File: src/rtl/vending_fsm_multi.sv
// vending_fsm_multi: parametrised vending-machine controller.
// Collects coins into a bounded credit, dispenses one of N_PROD products
// at per-product prices, returns change, and supports cancel and an
// inactivity timeout that refunds automatically.
// Ports:
//   clk, rst                  clock (rising edge), synchronous active-high reset
//   coin_valid/coin_val       coin presented / its value
//   coin_ready                combinational: coin accepted this cycle if coin_valid
//   sel_valid/sel_idx         product selection strobe / index
//   cancel                    refund request
//   vend_valid/vend_idx       one-cycle dispense pulse / product dispensed
//   change_valid/change_amt   change pending (held until change_ack) / amount
//   change_ack                change taken
//   err_valid/err_code        one-cycle error pulse / 1 = low credit, 2 = bad index
//   credit                    current credit
//   busy                      controller not idle
module vending_fsm_multi #(
  parameter int unsigned CREDIT_W    = 6,
  parameter int unsigned COIN_W      = 4,
  parameter int unsigned N_PROD      = 4,
  parameter logic [N_PROD*CREDIT_W-1:0] PRICES = {6'd9, 6'd7, 6'd5, 6'd3},
  parameter int unsigned MAX_CREDIT  = 20,
  parameter int unsigned TIMEOUT_CYC = 16,
  localparam int unsigned SEL_W      = (N_PROD > 1) ? $clog2(N_PROD) : 1
) (
  input  logic                clk,
  input  logic                rst,
  input  logic                coin_valid,
  input  logic [COIN_W-1:0]   coin_val,
  output logic                coin_ready,
  input  logic                sel_valid,
  input  logic [SEL_W-1:0]    sel_idx,
  input  logic                cancel,
  output logic                vend_valid,
  output logic [SEL_W-1:0]    vend_idx,
  output logic                change_valid,
  output logic [CREDIT_W-1:0] change_amt,
  input  logic                change_ack,
  output logic                err_valid,
  output logic [1:0]          err_code,
  output logic [CREDIT_W-1:0] credit,
  output logic                busy
);

  localparam int unsigned TMR_W = (TIMEOUT_CYC > 0) ? $clog2(TIMEOUT_CYC + 1) : 1;

  typedef enum logic [1:0] {
    ST_IDLE   = 2'd0,
    ST_CREDIT = 2'd1,
    ST_VEND   = 2'd2,
    ST_CHANGE = 2'd3
  } state_t;

  state_t              state;
  logic [TMR_W-1:0]    timer;
  logic [TMR_W-1:0]    timer_inc;
  logic [CREDIT_W:0]   coin_sum;
  logic [CREDIT_W-1:0] price;
  logic                sel_bad;
  logic                coin_acc;

  // Price lookup by index; indices at or beyond N_PROD flag sel_bad
  always_comb begin
    price   = '0;
    sel_bad = 1'b1;
    for (int i = 0; i < int'(N_PROD); i++) begin
      if (sel_idx == SEL_W'(i)) begin
        price   = PRICES[i*CREDIT_W +: CREDIT_W];
        sel_bad = 1'b0;
      end
    end
  end

  // Coin acceptance: only while collecting, never alongside a select/cancel,
  // and only if the sum (one bit wider than credit) stays within the ceiling
  always_comb begin
    coin_sum   = (CREDIT_W+1)'(credit) + (CREDIT_W+1)'(coin_val);
    coin_ready = ((state == ST_IDLE) || (state == ST_CREDIT)) && !sel_valid && !cancel &&
                 (coin_sum <= (CREDIT_W+1)'(MAX_CREDIT));
    coin_acc   = coin_valid && coin_ready;
    timer_inc  = timer + 1'b1;
  end

  // Controller state and registered outputs
  always_ff @(posedge clk) begin
    if (rst) begin
      state        <= ST_IDLE;
      timer        <= '0;
      credit       <= '0;
      busy         <= 1'b0;
      vend_valid   <= 1'b0;
      vend_idx     <= '0;
      change_valid <= 1'b0;
      change_amt   <= '0;
      err_valid    <= 1'b0;
      err_code     <= 2'd0;
    end else begin
      vend_valid <= 1'b0;
      err_valid  <= 1'b0;
      err_code   <= 2'd0;
      case (state)
        ST_IDLE: begin
          // a zero-value coin is accepted but leaves the machine idle
          if (coin_acc && (coin_val != '0)) begin
            credit <= CREDIT_W'(coin_sum);
            state  <= ST_CREDIT;
            busy   <= 1'b1;
            timer  <= '0;
          end
        end
        ST_CREDIT: begin
          if (cancel) begin
            state        <= ST_CHANGE;
            change_valid <= 1'b1;
            change_amt   <= credit;
            timer        <= '0;
          end else if (sel_valid) begin
            if (sel_bad) begin
              err_valid <= 1'b1;
              err_code  <= 2'd2;
            end else if (credit < price) begin
              err_valid <= 1'b1;
              err_code  <= 2'd1;
            end else begin
              state      <= ST_VEND;
              vend_valid <= 1'b1;
              vend_idx   <= sel_idx;
              credit     <= credit - price;
              timer      <= '0;
            end
          end else if (coin_acc) begin
            credit <= CREDIT_W'(coin_sum);
            timer  <= '0;
          end else if (TIMEOUT_CYC != 0) begin
            // refund once the idle count reaches the limit
            if (timer_inc == TMR_W'(TIMEOUT_CYC)) begin
              state        <= ST_CHANGE;
              change_valid <= 1'b1;
              change_amt   <= credit;
              timer        <= '0;
            end else begin
              timer <= timer_inc;
            end
          end
        end
        ST_VEND: begin
          if (credit != '0) begin
            state        <= ST_CHANGE;
            change_valid <= 1'b1;
            change_amt   <= credit;
          end else begin
            state <= ST_IDLE;
            busy  <= 1'b0;
          end
        end
        ST_CHANGE: begin
          if (change_ack) begin
            state        <= ST_IDLE;
            credit       <= '0;
            change_valid <= 1'b0;
            change_amt   <= '0;
            busy         <= 1'b0;
          end
        end
        default: state <= ST_IDLE;
      endcase
    end
  end

endmodule

File: config.mk
export PLATFORM = sky130hd
export DESIGN_NAME = vending_fsm_multi
export DESIGN_NICKNAME = d
export VERILOG_FILES = /design/src/rtl/vending_fsm_multi.sv
export SDC_FILE = /design/constraint.sdc
export NUM_CORES = 1
export LEC_CHECK = 0
export BUFFER_PORTS_ARGS = -buffer_cell sky130_fd_sc_hd__buf_2
export CORE_MARGIN = 5
export CORE_UTILIZATION = 45
export DETAILED_ROUTE_END_ITERATION = 8
export GPL_ROUTABILITY_DRIVEN = 0
export HOLD_SLACK_MARGIN = 0.08
export PLACE_DENSITY = 0.71
export SLEW_MARGIN = 20
export SYNTH_ARGS = -nofsm -noshare
export SYNTH_HDL_FRONTEND = slang
export SYNTH_SLANG_ARGS = --single-unit
File: constraint.sdc
create_clock -name clk -period 5.9 [get_ports clk]
set_input_delay 1.475 -clock clk [delete_from_list [all_inputs] [get_ports clk]]
set_output_delay 1.475 -clock clk [all_outputs]
set_load 0.1 [all_outputs]
## Word-level counts from Yosys, hierarchy flattened

Cells that the tools add are included.

| cells by class | value |
|---|---|
| eq/ne operators | 22 |
| $add $sub $neg | 3 |
| magnitude comparators | 2 |
| reductions and logical operators | 24 |
| bitwise gates (word level) | 5 |
| mux-type cells | 55 |

Operators by type and width:

| cell | count |
|---|---|
| two-way mux 6 bit | 15 |
| case mux 6 bit (3 select lines) | 2 |
| two-way mux 5 bit | 7 |
| two-way mux 2 bit | 11 |
| two-way mux 1 bit | 16 |
| != test 3 bit, second input constant | 5 |
| != test 4 bit, second input constant | 3 |
| AND reduction 6 bit | 2 |
| case mux 5 bit (2 select lines) | 1 |
| nonzero test 3 bit | 3 |
| == test 2 bit, second input constant | 4 |
| != test 2 bit, second input constant | 4 |
| case mux 2 bit (4 select lines) | 1 |
| AND reduction 4 bit | 2 |
| adder 6 x 4 -> 7 bit | 1 |
| <= comparator 7 x 5 -> 1 bit, second input constant | 1 |
| AND reduction 7 bit | 1 |
| < comparator 6 bit | 1 |
| case mux 1 bit (3 select lines) | 2 |
| nonzero test 6 bit | 1 |
| subtractor 6 bit | 1 |
| adder 5 x 1 -> 5 bit, second input constant | 1 |
| == test 5 bit, second input constant | 1 |
| logical AND 1 bit | 5 |
| 13 further kinds | 20 |

| storage, ports and cells | value |
|---|---|
| output and inout bits | 21 |
| flip-flop bits (word level) | 27 |
| logic and storage cells | 122 |

## Logic depth before layout (Yosys ltp)

| depth | value |
|---|---|
| depth after elaboration | 11 |
| gate-level depth with buffers | 11 |
| mapped depth without buffers | 10 |

## Least setup slack after synthesis

No wires, ideal clock.

| path | value |
|---|---|
| path kind | input to output |
| start point | input coin_val[0] |
| end point | output coin_ready |
| buffers on the path | 0 |
| path slack | -0.660 ns |
| arrival time | 5.085 ns |
| stages on the path | 6 |
| required time | 4.425 ns |
| cells stage by stage | ha_1 > fa_1 > or2_2 > a221o_1 > o211a_1 > nor3_1 |

| on the way | value |
|---|---|
| longest elaborated chain between the ends | 3 |

RTL lines:

| element | RTL line | source |
|---|---|---|
| from (decl) | 29 | `input logic [COIN_W-1:0] coin_val,` |
| adder 6 x 4 -> 7 bit | 77 | `coin_sum = (CREDIT_W+1)'(credit) + (CREDIT_W+1)'(coin_val);` |
| <= comparator 7 x 5 -> 1 bit | 79 | `(coin_sum <= (CREDIT_W+1)'(MAX_CREDIT));` |
| logical AND 1 bit | 78 | `coin_ready = ((state == ST_IDLE) \|\| (state == ST_CREDIT)) && !sel_valid && !cancel &&` |
| to (decl) | 30 | `output logic coin_ready,` |

Every way passes these cells.

## Worst setup path in the final report

Same ends and word-level chain as after synthesis.

==> results.cfg <==
[hold_path]
worstHoldPathType = reg -> reg
worstHoldStart = change_amt[5]

[logic_synthesis]
syn-instance-count = 238
post-synth-top-area-cell = sky130_fd_sc_hd__dfxtp_1
post_synth_main_area_contributors = sky130_fd_sc_hd__dfxtp_1 (28%), sky130_fd_sc_hd__ha_1 (9.7%), sky130_fd_sc_hd__a21oi_1 (5.2%)
synth.yosys.seq_area_share_pct = 27.9
yosysUniqueCellTypes = 51
dominantRegCellSynth = sky130_fd_sc_hd__dfxtp_1
yosys_warnings = 0
synth_area_um2 = 1940
synth.ff_latch_count = 27
ys_async_sr_fraction_pct = 0
syn_nets = 267
synth.top_cell.area_share_pct = 27.9
syn-mean-instance-area_um2 = 8.15
synth-edff-count = 0

[clock_tree]
htree_num_levels = 1
postCtsResizedCells = 0
cts_setup_buffers = 0
holdBufCountCts = 0
clk_latency_ns = 0.27
numCtsBuffers = 3
clkSlewWorstSetupHoldPaths_ns = 0.09
tritoncts = built
clk_path_buf_depth = 2
cts.root.buffer_cell = sky130_fd_sc_hd__clkbuf_8
clock_sink_count = 27

[power_and_ir_drop]
share_comb_of_total_power_pct = 65.3
leakage_nw = 0.966
internal-power_mw = 0.454
power.share.sequential_pct = 24.5
power_total_mw = 1.01
power.net_switching_mw = 0.552
ir_drop_worst_vdd_v = 0.000200
p_clk_share_pct = 10.3
sw_frac_of_total_pct = 54.8
power_density_nw_per_um2 = 464

[place]
dpl-instance-area_um2 = 2120
port_buffers = 32
hpwlAfterDp_um = 3590
dpl_worst_slack_ns = 0.608

[setup_path]
slowest_stage = sky130_fd_sc_hd__fa_1
timing.critical_path.cells = buf_2, ha_1, fa_1, or2_2, a221o_1, o211a_1, nor3_2, buf_2
critPathRequiredTime_ns = 4.43
path_common_cell = sky130_fd_sc_hd__buf_2
timing.setup.critical_path_class = in -> out
setup.worst_path.start_class = input port
critical_path_peak_fanout = 2
timing.rr.start = credit[0]
cp_launch_point = coin_val[0]
cp_data_arrival_time_ns = 3.82
crit_path_end_kind = output port
critical_path.max_stage_delay_ns = 0.45

[sta]
clock_skew_ns = 0.00663
unrepaired_setup_endpoints_after_global_routing = false
finalWorstPathRequiredPeriod_ns = 5.30
setup-tns-final_ns = 0
maxSlewHeadroom_pct = 58.0
report.final.slew_viol_count = 0
timing.final.ws_setup_ns = 0.605
fmax_mhz = 189
max_slew.worst_pin.slew_ns = 0.622
min_period_over_period_pct = 89.7
final-hold-violation-count = 0
setup-violations-final = 0
timing.hold.ws_ns = 0.485

[global_route]
grtUsageMet1_pct = 22.6
global_route.usage.met3_pct = 2.90
gr-usage-met2_pct = 28.8
grt_pass1_wl_um = 7670
number_of_antenna_violations_at_the_first_check_in_global_routing = 0
groute.usage.overall_pct = 16.9
grt_pass1_vias = 1710
globalRoute.busiestLayer = met2
grt_overflow_total = 0
grt_start_max_net_pins = 27

[status]
run_status = finished clean

[routing]
avgViaCountPerCell = 5.72
dr.pass1.iters = 4
vias = 1797
drt_iter0_drc = 82
drt-total-wl_um = 4570
wl_per_cell_um = 14.5
postRouteAntennaNets = 0
post_route_drc = 0

[floorplanning]
overall_die_height_um = 75.7
num_rows = 23
die-width_um = 75.7
core_region_area_um2 = 4090
count_of_pins_on_the_block_boundary = 33
initial_core_util_pct = 47.5
floorplan.die_area_um2 = 5730

[final_layout]
final_nets = 294
antennaDiodeCount = 0
syn2layout_area_growth_pct = 11.7
drive_above_1_share_pct = 17.8
layout.cell_area.non_filler_um2 = 2170

[job]
maxCapViolCount = 0
==> cell usage in the layout (no fill, tap or decap), drive strengths merged, types with 2 or more instances in the layout <==
cell	count
a211oi	11
a21boi	2
a21o	4
a21oi	20
a221o	2
a22oi	2
a31oi	3
and2	3
and3	3
buf	32
clkbuf	3
dfxtp	27
fa	2
ha	15
inv	17
mux2i	7
nand2	15
nand3	10
nand4b	2
nor2	23
nor2b	8
nor3	7
o211ai	4
o21ai	7
o31ai	4
o41ai	6
or2	2
or3	5
xor2	2
==> metrics by stage <==
step | cells | utilization, %
after floorplan | 238 | -
after global placement | 310 | 51.9
after detailed placement | 310 | 51.9
after CTS | 314 | 53.1
after global routing | 314 | 53.1
final | 314 | 53.1
==> registers in the layout (all words and copies together) (netlist names) <==
signal and flops:
busy 1, change_amt 6, change_valid 1, credit 6, err_code 2, err_valid 1
state 2, timer 5, vend_idx 2, vend_valid 1
==> cell families (layout without fill, tap and decap cells) <==
kind of cell               Yosys count  count (layout)  share of synthesized area (%)
and+or+nand+nor                     85              85                           22.0
xor gates and xnor gates             3               3                           1.35
buffers and inverters               27              53                           5.67
adders and majority gates           17              17                           11.7
AOI/OAI and AO/OA                   71              71                           27.6
muxes                                7               7                           3.61
DFF                                 27              27                           27.9
other                                1               1                          0.193
==> routing by layer <==
| layer | wire length, um | vias to the layer above |
|---|---|---|
| met1 | 2150 | 841 |
| met5 | 0 | - |
| met3 | 140 | 5 |
| li1 | - | 922 |
| met2 | 2220 | 29 |
| met4 | 50 | 0 |
==> final cells by class <==
cell class / instances / area, um^2
flip-flops and latches: 27 / 541
repair buffers: 32 / 160
well taps: 50 / 62.6
clock inverters: 1 / 5.00
clock buffers: 3 / 41.3
fillers: 418 / 1920
inverters: 17 / 63.8
multi-input cells: 184 / 1290
==> Yosys cell counts (all sizes together), types with 3 or more instances <==
| library cell | n |
|---|---|
| a211oi | 11 |
| a21o | 4 |
| a21oi | 20 |
| a31oi | 3 |
| and2 | 3 |
| and3 | 3 |
| buf | 3 |
| clkbuf | 7 |
| dfxtp | 27 |
| ha | 15 |
| inv | 17 |
| mux2i | 7 |
| nand2 | 15 |
| nand3 | 10 |
| nor2 | 23 |
| nor2b | 8 |
| nor3 | 7 |
| o211ai | 4 |
| o21ai | 7 |
| o31ai | 4 |
| o41ai | 6 |
| or3 | 5 |
==> power by group through the flow <==
| stage | combinational (mW) | sequential (mW) | clock [mW] |
|---|---|---|---|
| after CTS | 0.656 | 0.247 | 0.107 |
| after global placement | 0.647 | 0.251 | 0 |
| after floorplan | 0.384 | 0.409 | 0 |
| after detailed placement | 0.653 | 0.251 | 0 |
| final | 0.657 | 0.246 | 0.103 |
| after global routing | 0.715 | 0.253 | 0.117 |
==> worst paths after layout <==
kind	end	slack [ns]	cells past startpoint
setup / recovery	coin_ready	0.60	8
hold / removal	change_amt[5]	0.49	2
setup reg to reg	credit[1]	2.70	9
hold reg to reg	change_amt[5]	0.49	2
==> worst max-delay path: cells and delay by family <==
family,cells,cell delay (ns)
buffers and inverters,2,0.55
adders and majority gates,2,0.66
and+or+nand+nor,2,0.48
AOI/OAI and AO/OA,2,0.64
Power figures use the tool's default switching activity.
